File: src/rtl/param_fifo.sv
// Synchronous single-clock FIFO with count-decoded status flags and sticky error flags.
// Define PARAM_FIFO_FWFT_EN for first-word-fall-through output; default is registered read.
module param_fifo #(
    parameter int FBITS    = 8,
    parameter int PWIDTH   = 3,
    parameter int AF_LEVEL = 6,
    parameter int AE_LEVEL = 2
) (
    input  logic              clk,
    input  logic              clr_fifo,
    input  logic              wr_fifo,
    input  logic              rd_fifo,
    input  logic [FBITS-1:0]  data_in,
    output logic [FBITS-1:0]  data_out,
    output logic              data_out_valid,
    output logic [PWIDTH:0]   data_counter,
    output logic              empty,
    output logic              full,
    output logic              almost_empty,
    output logic              almost_full,
    output logic              overflow,
    output logic              underflow
);

    localparam int FDEPTH = 2 ** PWIDTH;

    localparam logic [PWIDTH:0] C_DEPTH = (PWIDTH + 1)'(FDEPTH);
    localparam logic [PWIDTH:0] C_AF    = (PWIDTH + 1)'(AF_LEVEL);
    localparam logic [PWIDTH:0] C_AE    = (PWIDTH + 1)'(AE_LEVEL);
    localparam logic [PWIDTH:0] C_ONE   = (PWIDTH + 1)'(1);
    localparam logic [PWIDTH-1:0] C_PINC = PWIDTH'(1);

    logic [FBITS-1:0]  r_mem [0:FDEPTH-1];
    logic [PWIDTH-1:0] r_wr_ptr;
    logic [PWIDTH-1:0] r_rd_ptr;
    logic [PWIDTH:0]   r_count;
    logic              r_overflow;
    logic              r_underflow;

    logic w_empty;
    logic w_full;
    logic w_wr_acc;
    logic w_rd_acc;

    // Status comes from the occupancy count only, so full and empty never alias.
    assign w_empty = (r_count == '0);
    assign w_full  = (r_count == C_DEPTH);

    assign w_wr_acc = wr_fifo && !w_full && !clr_fifo;
    assign w_rd_acc = rd_fifo && !w_empty && !clr_fifo;

    assign data_counter = r_count;
    assign empty        = w_empty;
    assign full         = w_full;
    assign almost_empty = (r_count <= C_AE);
    assign almost_full  = (r_count >= C_AF);
    assign overflow     = r_overflow;
    assign underflow    = r_underflow;

    // Storage is deliberately left out of the clear.
    always_ff @(posedge clk) begin
        if (w_wr_acc) begin
            r_mem[r_wr_ptr] <= data_in;
        end
    end

    always_ff @(posedge clk) begin
        if (clr_fifo) begin
            r_wr_ptr    <= '0;
            r_rd_ptr    <= '0;
            r_count     <= '0;
            r_overflow  <= 1'b0;
            r_underflow <= 1'b0;
        end else begin
            if (w_wr_acc) begin
                r_wr_ptr <= r_wr_ptr + C_PINC;
            end
            if (w_rd_acc) begin
                r_rd_ptr <= r_rd_ptr + C_PINC;
            end
            case ({w_wr_acc, w_rd_acc})
                2'b10:   r_count <= r_count + C_ONE;
                2'b01:   r_count <= r_count - C_ONE;
                default: r_count <= r_count;
            endcase
            if (wr_fifo && w_full) begin
                r_overflow <= 1'b1;
            end
            if (rd_fifo && w_empty) begin
                r_underflow <= 1'b1;
            end
        end
    end

`ifdef PARAM_FIFO_FWFT_EN

    // Head word is presented combinationally; forced to zero while empty.
    assign data_out       = w_empty ? '0 : r_mem[r_rd_ptr];
    assign data_out_valid = !w_empty;

`else

    logic [FBITS-1:0] r_data_out;
    logic             r_data_valid;

    always_ff @(posedge clk) begin
        if (clr_fifo) begin
            r_data_out   <= '0;
            r_data_valid <= 1'b0;
        end else begin
            r_data_valid <= w_rd_acc;
            if (w_rd_acc) begin
                r_data_out <= r_mem[r_rd_ptr];
            end
        end
    end

    assign data_out       = r_data_out;
    assign data_out_valid = r_data_valid;

`endif

endmodule

File: config.mk
export PLATFORM = sky130hd
export DESIGN_NAME = param_fifo
export DESIGN_NICKNAME = d
export VERILOG_FILES = /design/src/rtl/param_fifo.sv
export SDC_FILE = /design/constraint.sdc
export NUM_CORES = 1
export LEC_CHECK = 0
export BUFFER_PORTS_ARGS = -buffer_cell sky130_fd_sc_hd__buf_2
export CAP_MARGIN = 20
export CORE_MARGIN = 8
export CORE_UTILIZATION = 25
export CTS_CLUSTER_DIAMETER = 100
export CTS_CLUSTER_SIZE = 20
export DETAILED_ROUTE_END_ITERATION = 8
export PLACE_DENSITY = 0.5
export SLEW_MARGIN = 20
export SYNTH_ARGS = -nofsm -noshare
export SYNTH_HDL_FRONTEND = slang
export SYNTH_SLANG_ARGS = --single-unit
File: constraint.sdc
create_clock -name clk -period 2.8 [get_ports clk]
set_input_delay 0.28 -clock clk [delete_from_list [all_inputs] [get_ports clk]]
set_output_delay 0.28 -clock clk [all_outputs]
set_load 0.01 [all_outputs]
* After elaboration in Yosys (flattened, before gate mapping) *
Memory sizes are Yosys's and may differ from the RTL's. A register that Yosys moved wholly into a read port is not among the register bits.
Index checks and enable logic that the tools add are counted.

word-level totals
  bits in registers = 13
  memory bits (writable) = 64
  bits of input ports = 12
  output and inout bits = 19
  word-level logic and storage cells = 30
  memories = 1

operators by class
  add/sub/neg operators = 4
  order comparisons = 2
  equality and inequality tests = 3
  mux-type cells = 3
  reductions and logical operators = 11

memory list
  memory  words  bits a word  read ports  clocked after memory_dff  write ports  RTL line  source
  r_mem   8      8            1           1                         1            33        logic [FBITS-1:0] r_mem [0:FDEPTH-1];

operators by type and width
  kind                                                                                  count
  4-bit case mux with 2 select lines                                                    1
  3-bit by 1-bit adder with 3-bit output (second input constant)                        2
  1-bit logical AND                                                                     6
  4-bit by 1-bit adder with 4-bit output (second input constant)                        1
  4-bit == test (second input constant)                                                 1
  4-bit by 3-bit greater-or-equal comparator with 1-bit output (second input constant)  1
  4-bit by 2-bit <= comparator with 1-bit output (second input constant)                1
  4-bit logical NOT                                                                     1
  4-bit by 1-bit subtractor with 4-bit output (second input constant)                   1
  1-bit logical NOT                                                                     3
  2-bit by 1-bit == test with 1-bit output (second input constant)                      1
  2-bit == test (second input constant)                                                 1
  1-bit two-way mux                                                                     2
  2-bit nonzero test                                                                    1

* Depth between registers and ports, before layout *
  word-level depth = 6
  gate-level depth with buffers = 11
  gate-level depth less buffers = 9

* Worst setup path after synthesis *
Ideal clock, no wire load.

  kind = register -> register
  from = reg r_count[0], in the netlist data_counter[0]
  to = reg r_count[2], in the netlist data_counter[2]
  data arrival time = 2.554 ns
  required time = 2.726 ns
  path slack = 0.172 ns
  cell stages (with the launch flop) = 12
  buffers on the path = 2
  clock period less this slack = 2.628 ns
  path through = dfxtp_1 buf_2 o41a_4 clkbuf_1 nor2b_1 ha_1 xor2_1 ha_1 a21oi_1 xor2_1 or3_1 a21oi_1

between the ends
  word-level cells in the longest chain between the ends = 6

RTL lines
  item                                                                              RTL line  source
  start: declaration                                                                36        logic [PWIDTH:0] r_count;
  start signal: assignment                                                          82        2'b10: r_count <= r_count + C_ONE;
  start signal: assignment                                                          83        2'b01: r_count <= r_count - C_ONE;
  start signal: assignment                                                          84        default: r_count <= r_count;
  4-bit logical NOT *                                                               46        assign w_empty = (r_count == '0);
  1-bit logical NOT *                                                               50        assign w_rd_acc = rd_fifo && !w_empty && !clr_fifo;
  1-bit logical AND * (2 in a row)                                                  50
  named net w_rd_acc                                                                43        logic w_rd_acc;
  2-bit by 1-bit == test with 1-bit output / 2-bit == test (equally long branches)  81        case ({w_wr_acc, w_rd_acc})
  4-bit case mux with 2 select lines / 2-bit nonzero test (equally long branches)   -

The timed path passes the listed nets; every way through them passes the cells marked *.
A chain may end at the register's enable or synchronous reset.

* Final worst setup path *
  from = reg r_count[2], in the netlist data_counter[2]
  to = reg r_count[2], in the netlist data_counter[2]

between the ends
  word-level cells in the longest chain between the ends = 6

RTL lines
  item                                                                              RTL line
  4-bit == test / 4-bit logical NOT (equally long branches)                         47, 46
  1-bit logical NOT (on tied branches)                                              49, 50
  1-bit logical AND (on tied branches) (2 in a row)                                 49, 50
  2-bit by 1-bit == test with 1-bit output / 2-bit == test (equally long branches)  81
  4-bit case mux with 2 select lines / 2-bit nonzero test (equally long branches)   -

Parallel ways exist; a longest one is shown, timed or not.

==> metrics <==
status finished clean; clock buffer count from CTS 9; Iter 0 DRT Violations 62; number of enable flip-flop cells after synthesis 64; vias per cell approximately 4.2; Worst Setup Path Type reg -> reg; Register Area ~2300 µm²; #FFs+latches synth 85; Static Leakage approximately 1.5 nW; Core ar. around 14000 µm²; startpoint types register; area leader, netlist edfxtp_1; proportion of layout cells with a drive suffix above 1 38.2%; CTS max path bufs 2; Fin Hold WS between 200 and 250 ps; Total Wirelength roughly 6700 µm; Avg Inst Size Synth 16.9 µm²; commonest cells in the synthesized netlist edfxtp_1 (64), nor2_1 (25), dfxtp_1 (21); Worst Tran Pin Value between 500 and 600 ps; DRC Markers 0; r2r setup slk approximately 320 ps; post-CTS setup buffers 0; CP required 3060 ps; RePlAce Congestion between 0.6 and 0.7; DR top layer met4; Syn Inst Count roughly 210; P per Cell Area between 700 and 800 nW/µm²; Die Span X 134 µm; most common cell in the netlist edfxtp_1; hold_sp data_in[2]; Synth area leaders edfxtp_1 (55%), dfxtp_1 (12%), mux4_2 (10%), o22ai_2 (2.9%), nor2_1 (2.7%); metal3 WL around 360 µm; Syn-to-layout area delta 19.5%; initial antenna violation count 0; # IOs 31; Synth Warn # 0; Syn Nets 224; r2r endpoint data_counter[2]$_SDFFE_PP0P_; Crit Reg-Reg Startpoint data_counter[2]$_SDFFE_PP0P_; Final setup viols 0; number of global-route vias before repair between 1500 and 2000; Worst R2R Path Depth 9; first-pass GRT wire length slightly above 10000 µm; row cnt 43; TritonCTS clock tree done; Die Y between 100 and 150 µm; period utilization approximately 89%; Synth Flop Type edfxtp_1; antenna viol nets, final 0; Final Skew roughly 6 ps; Sink Count 85; Slew headroom between 60% and 70%; Die Footprint ~18000 µm²; post_cts resized 0; Hold Path Depth 1; DP Worst Slack 216 ps; gr usage total 7.85%; clock latency on the worst-skew pair roughly 330 ps; First-pass DRT Iterations 4; area of the multi-input gates between 1000 and 1500 µm²; Vias 1826; wl on met1 approximately 3200 µm; Hold Crit Class in -> reg; Setup crit end kind register; Hold Fails Final Rpt 0; n_diodes 0; routed length on met2 between 3000 and 4000 µm; Worst-path clk slew 60 ps; Initial Util between 20% and 30%; maximum clock frequency 403 MHz; maximum vdd drop roughly 0.00027 V; Min-Delay Endpoint r_mem[5][2]$_DFFE_PP_; maxcap violations 0; Arr. time, crit path roughly 2700 ps; minimum clock period between 2000 and 2500 ps; CTS root buf clkbuf_16; number of port buffers 30; RSZ-0062 raised after global routing no; Seq/Total Area, Yosys 67.1%; setup slack after layout around 320 ps; nets approximately 270; H-tree depth 3; total gr overflow 0; share of Yosys cell area claimed by the top area cell type 55.1%; Final Slew Violations 0; Max FO, Critical Path 11; TNS Setup 0 ps; final-layout fill cell count 1376; Synth cell types 40; post-DR wirelength/cell between 15 and 20 µm; Post-Syn Area roughly 3500 µm²; hpwl dp around 4400 µm; hold buffer count at CTS 0; Async SR Flop Fraction 0%; largest net degree at the start of global routing 26
## kinds of logic after synthesis
| logic type | synth area share (%) |
|---|---|
| AOI/OAI and AO/OA | 5.31 |
| xor gates and xnor gates | 1.76 |
| adders and majority gates | 1.79 |
| buffers and inverters | 2.76 |
| DFF | 67.1 |
| muxes | 11.2 |
| and+or+nand+nor | 10.0 |
## sequential cells by signal, indices dropped and copies added, names as in the netlist
register / cells
overflow: 1
r_mem: 64
r_wr_ptr: 3
data_out_valid: 1
data_counter: 4
r_rd_ptr: 3
data_out: 8
underflow: 1
## worst max-delay path, stage by stage, from the launching register on
cell and delay, ps:
dfxtp_1 410, or4b_4 650, nand3b_4 130, ha_1 240
xor2_1 170, ha_1 160, a21oi_1 50, xor2_1 150
or3_1 310, a21oi_1 140
## per-layer routing
metal  vias up  GRT usage [%]
li1        879              -
met1       902           9.51
met2        37           12.0
met3         8           3.70
met4         0           2.81
met5         -              0
## worst max path at each step
stage / start / to / slack, ps / cells after the start
after detailed placement: data_counter[2]$_SDFFE_PP0P_ / data_counter[2]$_SDFFE_PP0P_ / 220 / 9
final: data_counter[2]$_SDFFE_PP0P_ / data_counter[2]$_SDFFE_PP0P_ / 320 / 9
after global routing: data_counter[2]$_SDFFE_PP0P_ / data_counter[2]$_SDFFE_PP0P_ / 110 / 9
after CTS: data_counter[0]$_SDFFE_PP0P_ / data_counter[2]$_SDFFE_PP0P_ / 180 / 9
after floorplan: data_counter[0]$_SDFFE_PP0P_ / data_counter[2]$_SDFFE_PP0P_ / 170 / 11
after global placement: data_counter[2]$_SDFFE_PP0P_ / data_counter[2]$_SDFFE_PP0P_ / 290 / 9
## cells in the final DEF (no fill, tap or decap), types with 3 or more instances in the layout
cell type and instances:
a21oi_1 5, buf_2 30, buf_4 13, clkbuf_16 9, clkinv_1 3, dfxtp_1 21, edfxtp_1 64, ha_1 5
mux4_2 16, nand2_1 4, nor2_1 25, nor2b_1 3, nor3_1 3, nor3_2 8, o21ai_0 3, o22ai_2 8
xor2_1 6
## per-stage QoR
stage,utilization (%),std cells,area (µm²),power [mW]
global route,30.3,434,4170,3.17
CTS,30.2,434,4160,3.08
detailed placement,28.1,418,3870,1.91
global placement,28.1,418,3870,1.91
finish,30.3,434,4170,3.02
floorplan,-,207,3490,1.80
## power breakdown
group          total, mW  internal, mW  switching [mW]
clock network       1.15         0.684           0.466
logic              0.431         0.198           0.232
registers           1.44          1.41          0.0336
total               3.02          2.29           0.732
## layout make-up
| class | count | share of cell area, % |
|---|---|---|
| Sequential cell | 85 | 56.2 |
| Inverter | 2 | 0.180 |
| Clock buffer | 9 | 5.40 |
| Tap cell | 180 | 5.40 |
| Clock inverter | 7 | 1.59 |
| Multi-Input combinational cell | 108 | 25.3 |
| Timing Repair Buffer | 43 | 5.94 |
Power figures use the tool's default switching activity.
